$ cat config.mk
export PLATFORM = sky130hd
export DESIGN_NAME = fetch_sequencer_flat
export DESIGN_NICKNAME = d
export VERILOG_FILES = /design/src/rtl/fetch_sequencer_pkg.sv /design/src/rtl/fetch_sequencer_if.sv /design/src/rtl/fetch_sequencer_fifo.sv /design/src/rtl/fetch_sequencer.sv /design/src/flat_wrapper.sv
export SDC_FILE = /design/constraint.sdc
export NUM_CORES = 1
export LEC_CHECK = 0
export BUFFER_PORTS_ARGS = -buffer_cell sky130_fd_sc_hd__buf_4
export CAP_MARGIN = 25
export CORE_AREA = 2 2 171 173
export DETAILED_ROUTE_END_ITERATION = 8
export DIE_AREA = 0 0 173 175
export HOLD_SLACK_MARGIN = 0.08
export PLACE_DENSITY = 0.73
export SLEW_MARGIN = 10
export SYNTH_ARGS = -nofsm -noshare
export SYNTH_HDL_FRONTEND = slang
export SYNTH_SLANG_ARGS = --single-unit
$ cat constraint.sdc
create_clock -name cpu_clk -period 21.6 [get_ports cpu_clk]
set_input_delay 0 -clock cpu_clk [delete_from_list [all_inputs] [get_ports cpu_clk]]
set_output_delay 0 -clock cpu_clk [all_outputs]
set_load 0.05 [all_outputs]
$ cat src/rtl/fetch_sequencer_pkg.sv
// Shared types and constants for the instruction-fetch sequencer and its prefetch FIFO.
// The fetch FSM encodings are fixed so that debug views and traces stay stable.
package fetch_sequencer_pkg;

    localparam int XLEN    = 32;
    localparam int INSTR_W = 32;
    localparam logic [XLEN-1:0] RESET_PC_DEFAULT = 32'h0000_0000;

    typedef enum logic [1:0] {
        FS_IDLE       = 2'd0,
        FS_REQ        = 2'd1,
        FS_FLUSH_WAIT = 2'd2
    } fetch_state_e;

    typedef struct packed {
        logic [XLEN-1:0]    pc;
        logic [INSTR_W-1:0] instr;
    } fetch_entry_t;

    function automatic logic [XLEN-1:0] word_align(input logic [XLEN-1:0] addr);
        return addr & ~32'h0000_0003;
    endfunction

endpackage

$ cat src/rtl/fetch_sequencer_if.sv
// Bundle of the redirect, instruction-memory and decoder handshakes around the fetch sequencer.
// master = the sequencer itself, slave = memory/core side driving the opposite directions.
interface fetch_sequencer_if;
    import fetch_sequencer_pkg::*;

    logic                redirect_valid;
    logic [XLEN-1:0]     redirect_pc;
    logic                imem_req;
    logic [XLEN-1:0]     imem_addr;
    logic                imem_ack;
    logic [INSTR_W-1:0]  imem_rdata;
    logic [INSTR_W-1:0]  instruction;
    logic                instruction_RDY_BSY;
    logic [XLEN-1:0]     instr_pc;
    logic                decoder_rdy_bsy;

    modport master (
        input  redirect_valid, redirect_pc, imem_ack, imem_rdata, decoder_rdy_bsy,
        output imem_req, imem_addr, instruction, instruction_RDY_BSY, instr_pc
    );

    modport slave (
        output redirect_valid, redirect_pc, imem_ack, imem_rdata, decoder_rdy_bsy,
        input  imem_req, imem_addr, instruction, instruction_RDY_BSY, instr_pc
    );

endinterface

$ cat src/rtl/fetch_sequencer_fifo.sv
// Prefetch FIFO of {pc, instruction} entries with synchronous clear.
// The head is read straight from storage and forced to zero while empty.
module fetch_sequencer_fifo
    import fetch_sequencer_pkg::*;
#(
    parameter int DEPTH = 4
) (
    input  logic                     clk,
    input  logic                     rst,
    input  logic                     clr,
    input  logic                     push,
    input  logic                     pop,
    input  fetch_entry_t             push_data,
    output fetch_entry_t             head,
    output logic [$clog2(DEPTH):0]   count
);

    localparam int AW = $clog2(DEPTH);
    localparam int CW = AW + 1;

    fetch_entry_t     mem_r [DEPTH];
    logic [AW-1:0]    rd_ptr_r;
    logic [AW-1:0]    wr_ptr_r;
    logic [CW-1:0]    count_r;
    logic             pop_ok_s;

    // Pop is ignored while empty so the pointers can never run past the data.
    always_comb begin
        pop_ok_s = pop && (count_r != {CW{1'b0}});
        if (count_r != {CW{1'b0}}) begin
            head = mem_r[rd_ptr_r];
        end else begin
            head = '0;
        end
    end

    assign count = count_r;

    // Storage, pointers and occupancy; clear wins over push and pop.
    always_ff @(posedge clk or posedge rst) begin
        if (rst) begin
            rd_ptr_r <= {AW{1'b0}};
            wr_ptr_r <= {AW{1'b0}};
            count_r  <= {CW{1'b0}};
            for (int i = 0; i < DEPTH; i++) begin
                mem_r[i] <= '0;
            end
        end else if (clr) begin
            rd_ptr_r <= {AW{1'b0}};
            wr_ptr_r <= {AW{1'b0}};
            count_r  <= {CW{1'b0}};
        end else begin
            if (push) begin
                mem_r[wr_ptr_r] <= push_data;
                wr_ptr_r        <= wr_ptr_r + AW'(1'b1);
            end
            if (pop_ok_s) begin
                rd_ptr_r <= rd_ptr_r + AW'(1'b1);
            end
            case ({push, pop_ok_s})
                2'b10:   count_r <= count_r + CW'(1'b1);
                2'b01:   count_r <= count_r - CW'(1'b1);
                default: count_r <= count_r;
            endcase
        end
    end

endmodule

$ cat src/rtl/fetch_sequencer.sv
// Instruction-fetch controller: sequential req/ack fetches into a prefetch FIFO,
// ready/busy delivery to the decoder, and flush/refetch on redirect.
module fetch_sequencer
    import fetch_sequencer_pkg::*;
#(
    parameter int              DEPTH    = 4,
    parameter logic [XLEN-1:0] RESET_PC = RESET_PC_DEFAULT
) (
    input  logic                cpu_clk,
    input  logic                cpu_rst,
    fetch_sequencer_if.master   bus
);

    localparam int CW = $clog2(DEPTH) + 1;
    localparam logic [CW-1:0] DEPTH_C = CW'(DEPTH);

    fetch_state_e     state_r, state_nxt_s;
    logic [XLEN-1:0]  fetch_pc_r, fetch_pc_nxt_s;
    logic [XLEN-1:0]  pend_addr_r, pend_addr_nxt_s;
    logic             pend_r, pend_nxt_s;
    logic [XLEN-1:0]  addr_s;
    logic             issue_s, req_s, ack_s, rdy_s;
    logic             push_s, pop_s, clr_s;
    logic [CW-1:0]    count_s;
    fetch_entry_t     head_s, push_entry_s;

    // A request already outstanding keeps its address; a new one is only raised
    // when the FIFO has room for it, so a push can never hit a full FIFO.
    always_comb begin
        issue_s      = (state_r == FS_REQ) && !pend_r && (count_s < DEPTH_C);
        req_s        = pend_r || issue_s;
        addr_s       = pend_r ? pend_addr_r : fetch_pc_r;
        ack_s        = req_s && bus.imem_ack;
        rdy_s        = (count_s != {CW{1'b0}});
        push_entry_s = '{pc: addr_s, instr: bus.imem_rdata};
    end

    // Next-state and FIFO control; redirect overrides every other action.
    always_comb begin
        state_nxt_s     = state_r;
        fetch_pc_nxt_s  = fetch_pc_r;
        pend_nxt_s      = pend_r;
        pend_addr_nxt_s = pend_addr_r;
        push_s          = 1'b0;
        clr_s           = 1'b0;
        pop_s           = rdy_s && bus.decoder_rdy_bsy && !bus.redirect_valid;
        case (state_r)
            FS_IDLE: begin
                state_nxt_s = FS_REQ;
                if (bus.redirect_valid) begin
                    clr_s          = 1'b1;
                    fetch_pc_nxt_s = word_align(bus.redirect_pc);
                end else begin
                    fetch_pc_nxt_s = fetch_pc_r;
                end
            end
            FS_REQ: begin
                if (bus.redirect_valid) begin
                    clr_s          = 1'b1;
                    fetch_pc_nxt_s = word_align(bus.redirect_pc);
                    if (req_s && !ack_s) begin
                        state_nxt_s     = FS_FLUSH_WAIT;
                        pend_nxt_s      = 1'b1;
                        pend_addr_nxt_s = addr_s;
                    end else begin
                        state_nxt_s = FS_REQ;
                        pend_nxt_s  = 1'b0;
                    end
                end else if (ack_s) begin
                    push_s         = 1'b1;
                    fetch_pc_nxt_s = addr_s + 32'd4;
                    pend_nxt_s     = 1'b0;
                end else if (req_s) begin
                    pend_nxt_s      = 1'b1;
                    pend_addr_nxt_s = addr_s;
                end else begin
                    pend_nxt_s = 1'b0;
                end
            end
            FS_FLUSH_WAIT: begin
                // The abandoned request is still on the bus; its data is dropped.
                if (bus.redirect_valid) begin
                    clr_s          = 1'b1;
                    fetch_pc_nxt_s = word_align(bus.redirect_pc);
                end else begin
                    fetch_pc_nxt_s = fetch_pc_r;
                end
                if (ack_s) begin
                    state_nxt_s = FS_REQ;
                    pend_nxt_s  = 1'b0;
                end else begin
                    state_nxt_s = FS_FLUSH_WAIT;
                end
            end
            default: begin
                state_nxt_s = FS_IDLE;
                pend_nxt_s  = 1'b0;
            end
        endcase
    end

    // Sequencer state registers.
    always_ff @(posedge cpu_clk or posedge cpu_rst) begin
        if (cpu_rst) begin
            state_r     <= FS_IDLE;
            fetch_pc_r  <= RESET_PC;
            pend_r      <= 1'b0;
            pend_addr_r <= RESET_PC;
        end else begin
            state_r     <= state_nxt_s;
            fetch_pc_r  <= fetch_pc_nxt_s;
            pend_r      <= pend_nxt_s;
            pend_addr_r <= pend_addr_nxt_s;
        end
    end

    fetch_sequencer_fifo #(
        .DEPTH (DEPTH)
    ) u_fifo (
        .clk       (cpu_clk),
        .rst       (cpu_rst),
        .clr       (clr_s),
        .push      (push_s),
        .pop       (pop_s),
        .push_data (push_entry_s),
        .head      (head_s),
        .count     (count_s)
    );

    assign bus.imem_req            = req_s;
    assign bus.imem_addr           = addr_s;
    assign bus.instruction         = head_s.instr;
    assign bus.instr_pc            = head_s.pc;
    assign bus.instruction_RDY_BSY = rdy_s;

endmodule
$ cat src/flat_wrapper.sv
// flat-port wrapper written by rule: the top's interface ports become plain ports
module fetch_sequencer_flat import fetch_sequencer_pkg::*;
#(
    parameter int              DEPTH    = 4,
    parameter logic [XLEN-1:0] RESET_PC = RESET_PC_DEFAULT
)
  (cpu_clk, cpu_rst, bus_redirect_valid, bus_redirect_pc, bus_imem_ack, bus_imem_rdata, bus_decoder_rdy_bsy, bus_imem_req, bus_imem_addr, bus_instruction, bus_instruction_RDY_BSY, bus_instr_pc);
  fetch_sequencer_if bus_i ();
  input  logic cpu_clk;
  input  logic cpu_rst;
  input wire logic [$bits(bus_i.redirect_valid)-1:0] bus_redirect_valid;
  input wire logic [$bits(bus_i.redirect_pc)-1:0] bus_redirect_pc;
  input wire logic [$bits(bus_i.imem_ack)-1:0] bus_imem_ack;
  input wire logic [$bits(bus_i.imem_rdata)-1:0] bus_imem_rdata;
  input wire logic [$bits(bus_i.decoder_rdy_bsy)-1:0] bus_decoder_rdy_bsy;
  output wire logic [$bits(bus_i.imem_req)-1:0] bus_imem_req;
  output wire logic [$bits(bus_i.imem_addr)-1:0] bus_imem_addr;
  output wire logic [$bits(bus_i.instruction)-1:0] bus_instruction;
  output wire logic [$bits(bus_i.instruction_RDY_BSY)-1:0] bus_instruction_RDY_BSY;
  output wire logic [$bits(bus_i.instr_pc)-1:0] bus_instr_pc;
  assign bus_i.redirect_valid = bus_redirect_valid;
  assign bus_i.redirect_pc = bus_redirect_pc;
  assign bus_i.imem_ack = bus_imem_ack;
  assign bus_i.imem_rdata = bus_imem_rdata;
  assign bus_i.decoder_rdy_bsy = bus_decoder_rdy_bsy;
  assign bus_imem_req = bus_i.imem_req;
  assign bus_imem_addr = bus_i.imem_addr;
  assign bus_instruction = bus_i.instruction;
  assign bus_instruction_RDY_BSY = bus_i.instruction_RDY_BSY;
  assign bus_instr_pc = bus_i.instr_pc;
  fetch_sequencer #(.DEPTH(DEPTH), .RESET_PC(RESET_PC)) u_core (.cpu_clk(cpu_clk), .cpu_rst(cpu_rst), .bus(bus_i));
endmodule
* Word level (Yosys, flattened, before mapping)
Index checks and enable logic that the tools add are counted.
** Cells by class
- Equality and inequality tests :: 10
- Multiply operators :: 0
- Reduce and logical (&&, ||, !) cells :: 25
- Shifts and indexed selects :: 0
- Div/mod/pow operators :: 0
- Bitwise logic cells :: 4
- Magnitude comparators :: 4
- Add/sub/neg operators :: 5
- Muxes and demuxes :: 37
** Operators with widths (count)
- $bwmux W256 :: 1
- $mux W32 :: 8
- $mux W64 :: 4
- $bmux W64 S2 :: 1
- $demux W64 S2 :: 1
- $pmux W32 S2 :: 1
- $add A32 B3 Y32 const B :: 1
- $mux W2 :: 7
- $mux W1 :: 10
- $logic_and A1 B1 Y1 :: 8
- $reduce_bool A2 Y1 :: 4
- $ge A3 B3 Y1 const B :: 2
- $ne A2 B1 Y1 const B :: 3
- $not A2 Y3 :: 2
- $pmux W2 S3 :: 1
- $pmux W3 S2 :: 1
- $reduce_bool A3 Y1 :: 2
- $add A2 B1 Y2 const B :: 2
- $eq A2 B1 Y1 const B :: 2
- $eq A2 B2 Y1 const B :: 2
- $ne A2 B2 Y1 const B :: 2
- $reduce_and A2 Y1 :: 2
- $reduce_and A4 Y1 :: 1
- $add A3 B1 Y3 const B :: 1
- other kinds (13) :: 16
** Word-level totals
- Latch bits :: 0
- Register bits :: 330
- ROM bits :: 0
- Input bits :: 69
- Output and inout port bits :: 98
- Memories :: 0
- Logic and storage cells :: 100
- Bits in writable memories :: 0

* Depth between registers and ports, before layout
Gate-level depths: netlist (run 1).
- Depth after elaboration :: 11
- Mapped depth :: 14
- Mapped depth without buffers :: 9

* By module
Synthesis (run 1) repeated with hierarchy kept, for this count alone.
** Second synthesis, totals
- Cell total of the unflattened synthesis :: 1173
- Area, all modules :: 17176.5 µm²
** By module, submodules not included
- fetch_sequencer_fifo :: times used 1, area an instance 13203.9 µm², cells an instance 734, sequential area each 6581.3 µm²
- fetch_sequencer :: times used 1, area an instance 3972.6 µm², cells an instance 439, sequential area each 1676.6 µm²

* Worst setup path after synthesis (run 1)
Ideal clock, no wire load.
- Path kind :: register -> register
- From :: register u_core.pend_r
- To :: register u_core.fetch_pc_r[24]
- Path buffers :: 5
- Cell stages (with the launch flop) :: 15
- Period minus slack after synthesis :: 3.228 ns
- Setup slack :: 18.372 ns
- Data arrival time :: 3.097 ns
- Data required time :: 21.469 ns
- Cells stage by stage :: dfrtp_1 buf_6 buf_6 buf_2 buf_2 buf_2 mux2i_1 inv_1 ha_1 inv_1 a2111oi_2 nand3_1 a2111oi_2 xnor2_1 o21ai_0
** On the way
- Elaborated cells between the ends (all ways) :: 12
- Those cells by class :: add/sub: 1; eq/ne: 1; mux: 4; reduce/logical: 6
** RTL lines
- from (decl) :: RTL line fetch_sequencer.sv:20 : logic pend_r, pend_nxt_s;
- from (signal assigned) :: RTL line fetch_sequencer.sv:112 : pend_r <= pend_nxt_s;
- $mux W32 :: RTL line fetch_sequencer.sv:32 : addr_s = pend_r ? pend_addr_r : fetch_pc_r;
- named net bus_imem_addr[2] :: RTL line flat_wrapper.sv:17 : output wire logic [$bits(bus_i.imem_addr)-1:0] bus_imem_addr;
- $add A32 B3 Y32 :: RTL line fetch_sequencer.sv:71 : fetch_pc_nxt_s = addr_s + 32'd4;
- $mux W32 :: RTL line fetch_sequencer.sv:69 : end else if (ack_s) begin
- $mux W32 :: RTL line fetch_sequencer.sv:58 : if (bus.redirect_valid) begin
- $pmux W32 S2 :: RTL line fetch_sequencer.sv:47 : case (state_r)
- to (signal assigned) :: RTL line fetch_sequencer.sv:111 : fetch_pc_r <= fetch_pc_nxt_s;
- to (decl) :: RTL line fetch_sequencer.sv:18 : logic [XLEN-1:0] fetch_pc_r, fetch_pc_nxt_s;
The timed path passes the listed nets, and every way through them passes these cells. The select of a mux whose other input is x is not followed.
A chain may end at the register's enable or synchronous reset.

* Final worst setup path (run 1)
- From :: register u_core.pend_r
- To :: register u_core.fetch_pc_r[26]
** On the way
- Longest elaborated chain between the ends :: 7
- Elaborated cells between the ends (all ways) :: 12
- Those cells by class :: add/sub: 1; eq/ne: 1; mux: 4; reduce/logical: 6
** Ends and longest elaborated chain
- branches (longest 7 deep; another with $add A32 B3 Y32)
Several ways; the timed one is not identified. The select of a mux whose other input is x is not followed.

==> results of run 1 <==
## sequential cells by signal, summed over array words and instances (netlist names)
register                count
u_core.u_fifo.mem_r       256
u_core.u_fifo.rd_ptr_r      2
u_core.pend_addr_r         32
u_core.state_r              2
u_core.fetch_pc_r          32
u_core.u_fifo.count         3
u_core.u_fifo.wr_ptr_r      2
u_core.pend_r               1
## layer usage
metal,part of all wire,global-route usage
met4,0.020,0.06285
met5,0,0
met3,0.048,0.03547
met1,0.45,0.3410
met2,0.48,0.4030
## per-stage QoR
stage          cells  power, W  worst slack, ns
2_1_floorplan   1332  0.002206            12.46
3_3_place_gp    1801  0.002601            18.06
3_5_place_dp    1803  0.002652            18.04
4_1_cts         1942  0.003292            18.01
5_1_grt         1944  0.003477            17.76
6_report        1944  0.003283            17.98
## worst max path at each step
stage	start	end	slack, ns	cells past startpoint
global route	u_core.pend_r	u_core.fetch_pc_r[26]	17.76	10
global placement	u_core.pend_r	u_core.fetch_pc_r[28]	18.06	10
floorplan	cpu_rst	u_core.fetch_pc_r[0]	12.46	1
detailed placement	u_core.state_r[0]	u_core.u_fifo.count[2]	18.04	9
finish	u_core.pend_r	u_core.fetch_pc_r[26]	17.98	10
CTS	u_core.state_r[0]	u_core.u_fifo.count[2]	18.01	9
## report_power, final
part | internal [W] | switching (W)
clock | 0.000366 | 0.000243
sequential | 0.000897 | 0.000172
combinational | 0.000615 | 0.000990
## cell usage in the layout, fill, tap and decap left out, types with 4 or more instances in the layout
cell and n:
a21oi_1 47, a22oi_1 5, a31oi_1 9, a32oi_1 17
and2_1 65, buf_4 176, clkbuf_1 7, clkbuf_16 37
clkbuf_8 8, clkinv_2 7, dfrtp_1 327, dlygate4sd3_1 76
ha_1 6, inv_1 38, mux2_2 129, mux2i_1 32
mux4_2 64, nand2_1 169, nand2b_1 5, nand3_1 20
nand3_4 4, nand3b_1 8, nand4_1 7, nor2_1 57
nor3_1 5, o21ai_0 152, o21ai_1 4, xnor2_1 27
## worst reg2reg max path, cell delays in order (launching register included)
cell      delay, ns
dfrtp_2        0.35
buf_4          0.65
mux2i_1        0.46
inv_1          0.23
ha_1           0.17
inv_1          0.09
a211oi_2       0.44
nand4_1        0.46
nor3_1         0.38
xnor2_1        0.16
o21ai_0        0.09
## final cells by class
type	instances	area (sq um)	share of cell area
Clock inverter	11	112.6	0.005923
Tap cell	384	480.5	0.02527
Timing Repair Buffer	257	2185	0.1149
Inverter	39	153.9	0.008095
Multi-Input combinational cell	871	6754	0.3552
Sequential cell	330	8264	0.4347
Clock buffer	52	1062	0.05587
## kinds of logic (layout without fill, tap and decap cells)
kind of cell | Yosys count | in the layout
muxes | 225 | 225
AOI/OAI and AO/OA | 248 | 248
and+or+nand+nor | 361 | 361
DFF | 330 | 330
buffers and inverters | 131 | 359
adders and majority gates | 8 | 8
xor gates and xnor gates | 29 | 29
## timing repair
item / in CTS / in global routing
resized for setup: 0 / 0
hold buffers: 76 / 0
hold endpoints to repair: 318 / 0
==> run metrics, run 1 <==
post-synth top area cell=dfrtp_1; remaining antenna violation count=0; clock tree sinks=330; crit path time final=3.619 ns; DR DRC count=0; ranking of synthesized cells by area=dfrtp_1, mux2_2, mux4_2; clk buf depth=3; period utilisation layout=0.1676; synthesized instance count=1332; Initial Util=0.5447; reg2reg end=u_core.fetch_pc_r[26]; placed cell area=17030 sq um; Routed Wire Length=36470 um; Synth Register Bits=330; Primary FF master, synth=dfrtp_1; Netlist Area Pre-Place=15460 sq um; Largest delay share family, worst path=buffers and inverters; post-route design area=19010 sq um; Setup Viol. Count Final=0; WS Path Type=register to register; DP Wirelength=21780 um; R2R cell count=10; total die area=30280 sq um; routability congestion estimate=0.8055; Compound-Gate Fraction of Synth Area=0.08972; P_leak=8.557 nW; Avg WL per Cell=18.76 um; via/cell ratio=5.642; Syn Nets=1408; Post-Synth Simple-Gate Area=0.1120; crit path cell chain=buf_4, mux2i_1, inv_1, ha_1, inv_1, a211oi_2, nand4_1, nor3_1, xnor2_1, o21ai_0; Die X=173 um; post-layout util=0.6696; crit path max-delay cell type=buf_4; die height=175 um; cell mode on critical path=inv_1; Critical R2R Launch=u_core.pend_r; Final Max Slew Viols=0; critical path's largest stage delay=0.65 ns; Fillers=2153; skew final=0.01722 ns; Worst Hold Class=input port to asynchronous set/reset pin; diode count=0; Adder-Cell Fraction of Synth Area=0.006796; Commonest cells post-synth=dfrtp_1, nand2_1, o21ai_0, mux2_2, clkbuf_1; max_cap viols=0; Top Ports=167; GRT Overall Usage=0.2433; layout cells sized above 1=0.2878; WP buf/inv=3; Post-CTS Setup Bufs=0; post-layout net count=1611; CTS tree=yes; warnings from Yosys=0; CTS Buf Count=36; Worst Path Max Fanout=69; final hold violation count=0; unrepaired setup endpoints after global routing=false; drt first-iter violations=687; ys async rst share=1.000; Vias=10970; Reg2Reg Setup Slack=17.98 ns; Area Growth Syn to Fin=22.94%; status=complete, no violations; standard-cell row count=62; startpoint types=register; first-pass GRT wire length=59220 um; CP arrival=3.98 ns; Worst Setup End Kind=register; main combinational cell family by area after synthesis=multiplexers; Required @ worst endpoint=21.96 ns; hold slack=0.08086 ns; Core Region=28390 sq um; mux contribution to synthesized area=0.2078; measured slew at the worst slew-check pin=1.065 ns; Yosys top cell area share=0.5340; syn_area_per_cell=11.61 sq um; post-synthesis sequential area ratio=0.5340; H-tree Lvls=2; relative slew slack=0.2897; PwrDens=172.7 nW/um^2; Peak VDD IR=126.6 uV; initial antenna violation count=0; fmax=276.3 MHz; Synth Area in XOR/XNOR=0.01642; pin count of the biggest net entering global routing=193; setup TNS=0 ns; clock root buffer=clkbuf_16; drt pass-1 iters=5; Clk Latency, worst-skew pair=0.51 ns; EDFF count, synth=0; CTS clk-pin slew, worst paths=0.06 ns; gr ovfl total=0; synth unique cells=51; IO Port Bufs=164; count leader, synth=dfrtp_1; vias in the first global route=11270
No activity file was read; power rests on OpenSTA's default activity.
==> run 2, diff against run 1 <==
--- a/config.mk
+++ b/config.mk
@@ -5,13 +5,14 @@
 export SDC_FILE = /design/constraint.sdc
 export NUM_CORES = 1
 export LEC_CHECK = 0
+export ABC_AREA = 1
 export BUFFER_PORTS_ARGS = -buffer_cell sky130_fd_sc_hd__buf_4
 export CAP_MARGIN = 25
-export CORE_AREA = 2 2 171 173
+export CORE_AREA = 2 2 177 179
 export DETAILED_ROUTE_END_ITERATION = 8
-export DIE_AREA = 0 0 173 175
+export DIE_AREA = 0 0 179 181
 export HOLD_SLACK_MARGIN = 0.08
-export PLACE_DENSITY = 0.73
+export PLACE_DENSITY = 0.74
 export SLEW_MARGIN = 10
 export SYNTH_ARGS = -nofsm -noshare
 export SYNTH_HDL_FRONTEND = slang
==> constraint.sdc (replaced) <==
create_clock -name cpu_clk -period 3 [get_ports cpu_clk]
set_input_delay 0 -clock cpu_clk [delete_from_list [all_inputs] [get_ports cpu_clk]]
set_output_delay 0 -clock cpu_clk [all_outputs]
set_load 0.05 [all_outputs]
==> run 2 against run 1 <==
Compared with the run above:
- combinational power increased to 7.4 times the previous value
- sequential cell count unchanged
- hold slack improved by 0.16 ns
- critical path type unchanged
- non-clock buffer count grew 9
- final cell count increased by 35%
- critical path depth increased by 2
- largest cell class unchanged
==> run metrics, run 2 <==
pin count of the biggest net entering global routing=98; Fillers=2465; ranking of synthesized cells by area=dfrtp_1, nand2_1, o21ai_0; diode count=0; Setup Viol. Count Final=0; Reg2Reg Setup Slack=0.25 ns; CTS Buf Count=36; Primary FF master, synth=dfrtp_1; Total Power=0.02375 W; warnings from Yosys=0; DR DRC count=0; drt first-iter violations=1170; vias in the first global route=13650; Yosys top cell area share=0.5060; CTS tree=yes; routability congestion estimate=0.9278; CP startpoint=u_core.pend_r; Clk Latency, worst-skew pair=0.53 ns; Post-CTS Setup Bufs=0; Synth Register Bits=330; H-tree Lvls=2; Netlist Area Pre-Place=16320 sq um; count leader, synth=nand2_1; synth unique cells=37; Final Max Slew Viols=0; commonest non-fill, non-tap cell in the layout=nand2_1; post-layout util=0.6485; Worst Setup End Kind=register; CP arrival=3.15 ns; Core Region=30350 sq um; clock tree sinks=330; Top Ports=167; Peak VDD IR=929.1 uV; Initial Util=0.5377; remaining antenna violation count=0; Area Growth Syn to Fin=20.60%; Cell Count, Final, Fillers Out=2633; Syn Nets=2110; PwrDens=1207 nW/um^2; relative slew slack=0.3852; P_leak=9.361 nW; reg2reg end=u_core.fetch_pc_r[12]; die height=181 um; initial antenna violation count=0; Vias=14310; max_cap viols=0; Top Registers=u_core.u_fifo.mem_r (256), u_core.fetch_pc_r (32), u_core.pend_addr_r (32); most frequent cells in the layout=nand2_1, dfrtp_1, o21ai_0; CTS clk-pin slew, worst paths=0.06 ns; hold slack=0.2454 ns; standard-cell row count=64; via/cell ratio=5.435; IO Port Bufs=164; DP Wirelength=26650 um; Required @ worst endpoint=3.40 ns; crit path time final=2.749 ns; skew final=0.02245 ns; ys async rst share=1.000; crit path cell chain=clkinv_4, buf_4, nand2_1, nand2_2, nand2_1, nor2_2, nand3_1, inv_1, nand2_1, nand3_1, a21oi_1, dlygate4sd3_1; EDFF count, synth=0; total die area=32400 sq um; period utilisation layout=0.9163; cell mode on critical path=nand2_1; crit path max-delay cell type=dlygate4sd3_1; unrepaired setup endpoints after global routing=false; Commonest cells post-synth=nand2_1, dfrtp_1, o21ai_0, inv_1, nor2_1; fmax=363.8 MHz; post-synthesis sequential area ratio=0.5060; hold path endpoint=u_core.u_fifo.mem_r[13]; hold path depth=4; HP Start=bus_imem_rdata[13]; post-layout net count=2288; area of the multi-input gates=6625 sq um; syn_area_per_cell=8.023 sq um; max FFs per register=256; Top reg by flops=u_core.u_fifo.mem_r; final hold violation count=0; GRT Overall Usage=0.2679; R2R cell count=12; Routed Wire Length=42650 um; WS Path Type=register to register; measured slew at the worst slew-check pin=0.9221 ns; gr ovfl total=0; Worst Path Max Fanout=18; Avg WL per Cell=16.20 um; status=complete, no violations; clk buf depth=3; critical path's largest stage delay=0.58 ns; first-pass GRT wire length=69700 um; register area=8267 sq um; layout cells sized above 1=0.1556; DP Cell Count=2495; clock root buffer=clkbuf_16; post-synth top area cell=dfrtp_1; startpoint types=register; drt pass-1 iters=6; synthesized instance count=2034; Critical R2R Launch=u_core.pend_r; Worst Hold Class=input port to register; Die X=179 um
run 2: cell count changes after synthesis, moves of 31 or more:
cell | before | now
mux2_2 | 129 | 0
a21oi_1 | 48 | 126
mux4_2 | 64 | 0
inv_1 | 39 | 182
mux2i_1 | 32 | 1
o21ai_2 | 0 | 47
nand2_1 | 169 | 570
nor2_1 | 57 | 153
o21ai_0 | 152 | 242
o21ai_1 | 4 | 85
o211ai_1 | 0 | 63
and2_1 | 65 | 1
run 2: worst max path at each step:
stage	endpoint	slack, ns	depth (start not counted)
6_report	u_core.fetch_pc_r[12]	0.25	12
5_1_grt	u_core.fetch_pc_r[12]	0.08	12
4_1_cts	u_core.fetch_pc_r[16]	0.18	12
3_5_place_dp	u_core.u_fifo.count[2]	0.57	11
3_3_place_gp	u_core.u_fifo.count[2]	0.58	11
2_1_floorplan	u_core.fetch_pc_r[0]	-1.41	1
run 2: cell type report:
cell class / count / share of cell area
repair buffers: 266 / 0.1174
well taps: 396 / 0.02517
clock buffers: 52 / 0.05550
inverters: 190 / 0.03694
flip-flops and latches: 330 / 0.4200
multi-input cells: 1388 / 0.3366
clock inverters: 11 / 0.008392
run 2: routing by layer:
| metal | share of wire | track usage |
|---|---|---|
| met2 | 0.46 | 0.4245 |
| met5 | 0 | 0 |
| met1 | 0.45 | 0.3785 |
| met4 | 0.021 | 0.06992 |
| met3 | 0.071 | 0.05156 |
run 2: kinds of logic after synthesis:
logic type	after synthesis	synth area share
fa+ha+maj	7	0.005827
mux	1	0.0006134
simple gates	812	0.2026
flops	330	0.5060
xor+xnor	1	0.0005368
buf+inv	316	0.08909
compound gates	567	0.1954
run 2: stage by stage:
| stage | worst slack (ns) | cell area, sq um | setup TNS (ns) |
|---|---|---|---|
| final | 0.2510 | 19680 | 0 |
| after global routing | 0.07865 | 19680 | 0 |
| after CTS | 0.1772 | 19680 | 0 |
| after detailed placement | 0.5706 | 17670 | 0 |
| after global placement | 0.5842 | 17670 | 0 |
| after floorplan | -1.407 | 16320 | -464.20 |
run 2: where the power goes:
part	switching [W]	internal (W)
clock network	0.00180	0.00287
registers	0.000939	0.00621
logic	0.00856	0.00337
total	0.0113	0.0125
run 2: what timing repair did:
action / 4_1_cts / 5_1_grt
hold buffers: 75 / 0
gates resized for setup: 0 / 2
hold endpoints to repair: 496 / 0
setup endpoints to repair: 0 / 3
run 2: worst max-delay path, delay by kind of cell, from the launching register on:
kind / cells / cell delay (ns)
AOI/OAI and AO/OA: 1 / 0.07
DFF: 1 / 0.47
and+or+nand+nor: 7 / 0.91
buffers and inverters: 4 / 1.17
==> run 3, diff against run 2 <==
--- a/config.mk
+++ b/config.mk
@@ -12,6 +12,7 @@
 export DETAILED_ROUTE_END_ITERATION = 8
 export DIE_AREA = 0 0 179 181
 export HOLD_SLACK_MARGIN = 0.08
+export MAX_ROUTING_LAYER = met4
 export PLACE_DENSITY = 0.74
 export SLEW_MARGIN = 10
 export SYNTH_ARGS = -nofsm -noshare
==> run 3 against run 2 <==
Compared with the run above:
- clock power about the same
- hold slack improved by 0.00087 ns
- via count increased by 0.13%
- first-iteration DRC count decreased by 2.7%
- count of clock-buffer cells in the layout unchanged
- die area unchanged
==> run metrics, run 3 (synthesized netlist as in run 2, its figures left out) <==
status=complete, no violations; DP Wirelength=26650 um; post-route design area=19680 sq um; fmax=363.6 MHz; measured slew at the worst slew-check pin=0.9247 ns; WP buf/inv=4; pin count of the biggest net entering global routing=98; placed cell area=17670 sq um; Worst Path Max Fanout=18; unrepaired setup endpoints after global routing=false; Fillers=2465; Required @ worst endpoint=3.40 ns; Largest delay share family, worst path=buffers and inverters; area of the multi-input gates=6625 sq um; Reg2Reg Setup Slack=0.25 ns; P_leak=9.361 nW; M1 GR Usage=0.3790; critical path's largest stage delay=0.59 ns; Top reg by flops=u_core.u_fifo.mem_r; max FFs per register=256; HP Start=bus_imem_rdata[13]; crit path time final=2.750 ns; Worst Hold Class=input port to register; CTS Buf Count=36; GRT Overall Usage=0.2761; layout cells sized above 1=0.1556; vias in the first global route=13650; cell mode on critical path=nand2_1; standard-cell row count=64; grt peak-use layer=met2; total die area=32400 sq um; initial antenna violation count=0; clk buf depth=3; Top Registers=u_core.u_fifo.mem_r (256), u_core.fetch_pc_r (32), u_core.pend_addr_r (32); Clk Latency, worst-skew pair=0.53 ns; crit path cell chain=clkinv_4, buf_4, nand2_1, nand2_2, nand2_1, nor2_2, nand3_1, inv_1, nand2_1, nand3_1, a21oi_1, dlygate4sd3_1; routing usage on met2=0.4255; clock tree sinks=330; Top Ports=167; Worst setup endpoint=u_core.fetch_pc_r[12]; Initial Util=0.5377; first-pass GRT wire length=69750 um; Vias=14330; reg2reg end=u_core.fetch_pc_r[12]; most frequent cells in the layout=nand2_1, dfrtp_1, o21ai_0; WS Path Type=register to register; clock root buffer=clkbuf_16; Levels on crit path=12; period utilisation layout=0.9168; Critical R2R Launch=u_core.pend_r; final hold violation count=0; CP startpoint=u_core.pend_r; commonest non-fill, non-tap cell in the layout=nand2_1; diode count=0; skew final=0.02170 ns; CTS tree=yes; met3 Usage GRT=0.04987; post-layout net count=2288; Core Region=30350 sq um; remaining antenna violation count=0; Post-CTS Setup Bufs=0; R2R cell count=12; max_cap viols=0; hold slack=0.2463 ns; Avg WL per Cell=16.22 um; gr ovfl total=0; crit path max-delay cell type=dlygate4sd3_1; relative slew slack=0.3835; drt first-iter violations=1138; Worst Setup End Kind=register; H-tree Lvls=2; startpoint types=register; die height=181 um; Routed Wire Length=42700 um; via/cell ratio=5.442; Die X=179 um; Final Max Slew Viols=0; routability congestion estimate=0.9457; CTS clk-pin slew, worst paths=0.06 ns; Peak VDD IR=928.0 uV; Area Growth Syn to Fin=20.60%; CP arrival=3.15 ns; register area=8267 sq um; drt pass-1 iters=5; PwrDens=1207 nW/um^2; DR DRC count=0; setup TNS=0 ns; IO Port Bufs=164; Setup Viol. Count Final=0
## run 3: final cells by class
class	instances	share of cell area
multi-input combinational	1388	0.3366
clock inverter	11	0.008392
inverter	190	0.03694
clock buffer	52	0.05550
timing repair buffer	266	0.1174
tap	396	0.02517
sequential	330	0.4200
## run 3: routing by layer
layer	share of wire	vias to the layer above	wire (um)
met3	0.070	69	2987
met1	0.45	6823	19150
met5	0	-	0
met4	0.020	0	867
met2	0.46	505	19700
li1	-	6932	-
## run 3: worst min path at each step
stage	to	depth (start not counted)
2_1_floorplan	u_core.state_r[0]	1
3_3_place_gp	u_core.pend_addr_r[3]	2
3_5_place_dp	u_core.pend_addr_r[3]	2
4_1_cts	u_core.u_fifo.mem_r[13]	4
5_1_grt	u_core.u_fifo.mem_r[133]	4
6_report	u_core.u_fifo.mem_r[13]	4
## run 3: worst reg2reg max path, stage by stage, from the launching register on
cell           delay [ns]
dfrtp_2              0.47
clkinv_4             0.15
buf_4                0.27
nand2_1              0.10
nand2_2              0.18
nand2_1              0.12
nor2_2               0.18
nand3_1              0.20
inv_1                0.17
nand2_1              0.06
nand3_1              0.07
a21oi_1              0.07
dlygate4sd3_1        0.59
## run 3: power by group
| part | total (W) | switching [W] | internal (W) |
|---|---|---|---|
| logic | 0.0119 | 0.00855 | 0.00337 |
| clock network | 0.00468 | 0.00181 | 0.00287 |
| registers | 0.00715 | 0.000944 | 0.00621 |
## run 3: timing repair
action                                  CTS  global route
hold buffers                             75             0
resized for setup                         0             2
endpoints found under the setup margin    0             3
hold endpoints to repair                496             0
## run 3: stage by stage
step / setup slack, ns / power [W] / instances / util
floorplan: -1.407 / 0.01552 / 2034 / -
global placement: 0.5842 / 0.01856 / 2495 / 0.5821
detailed placement: 0.5706 / 0.01882 / 2495 / 0.5821
CTS: 0.1772 / 0.02374 / 2633 / 0.6483
global route: 0.07865 / 0.02529 / 2633 / 0.6485
finish: 0.2496 / 0.02375 / 2633 / 0.6485
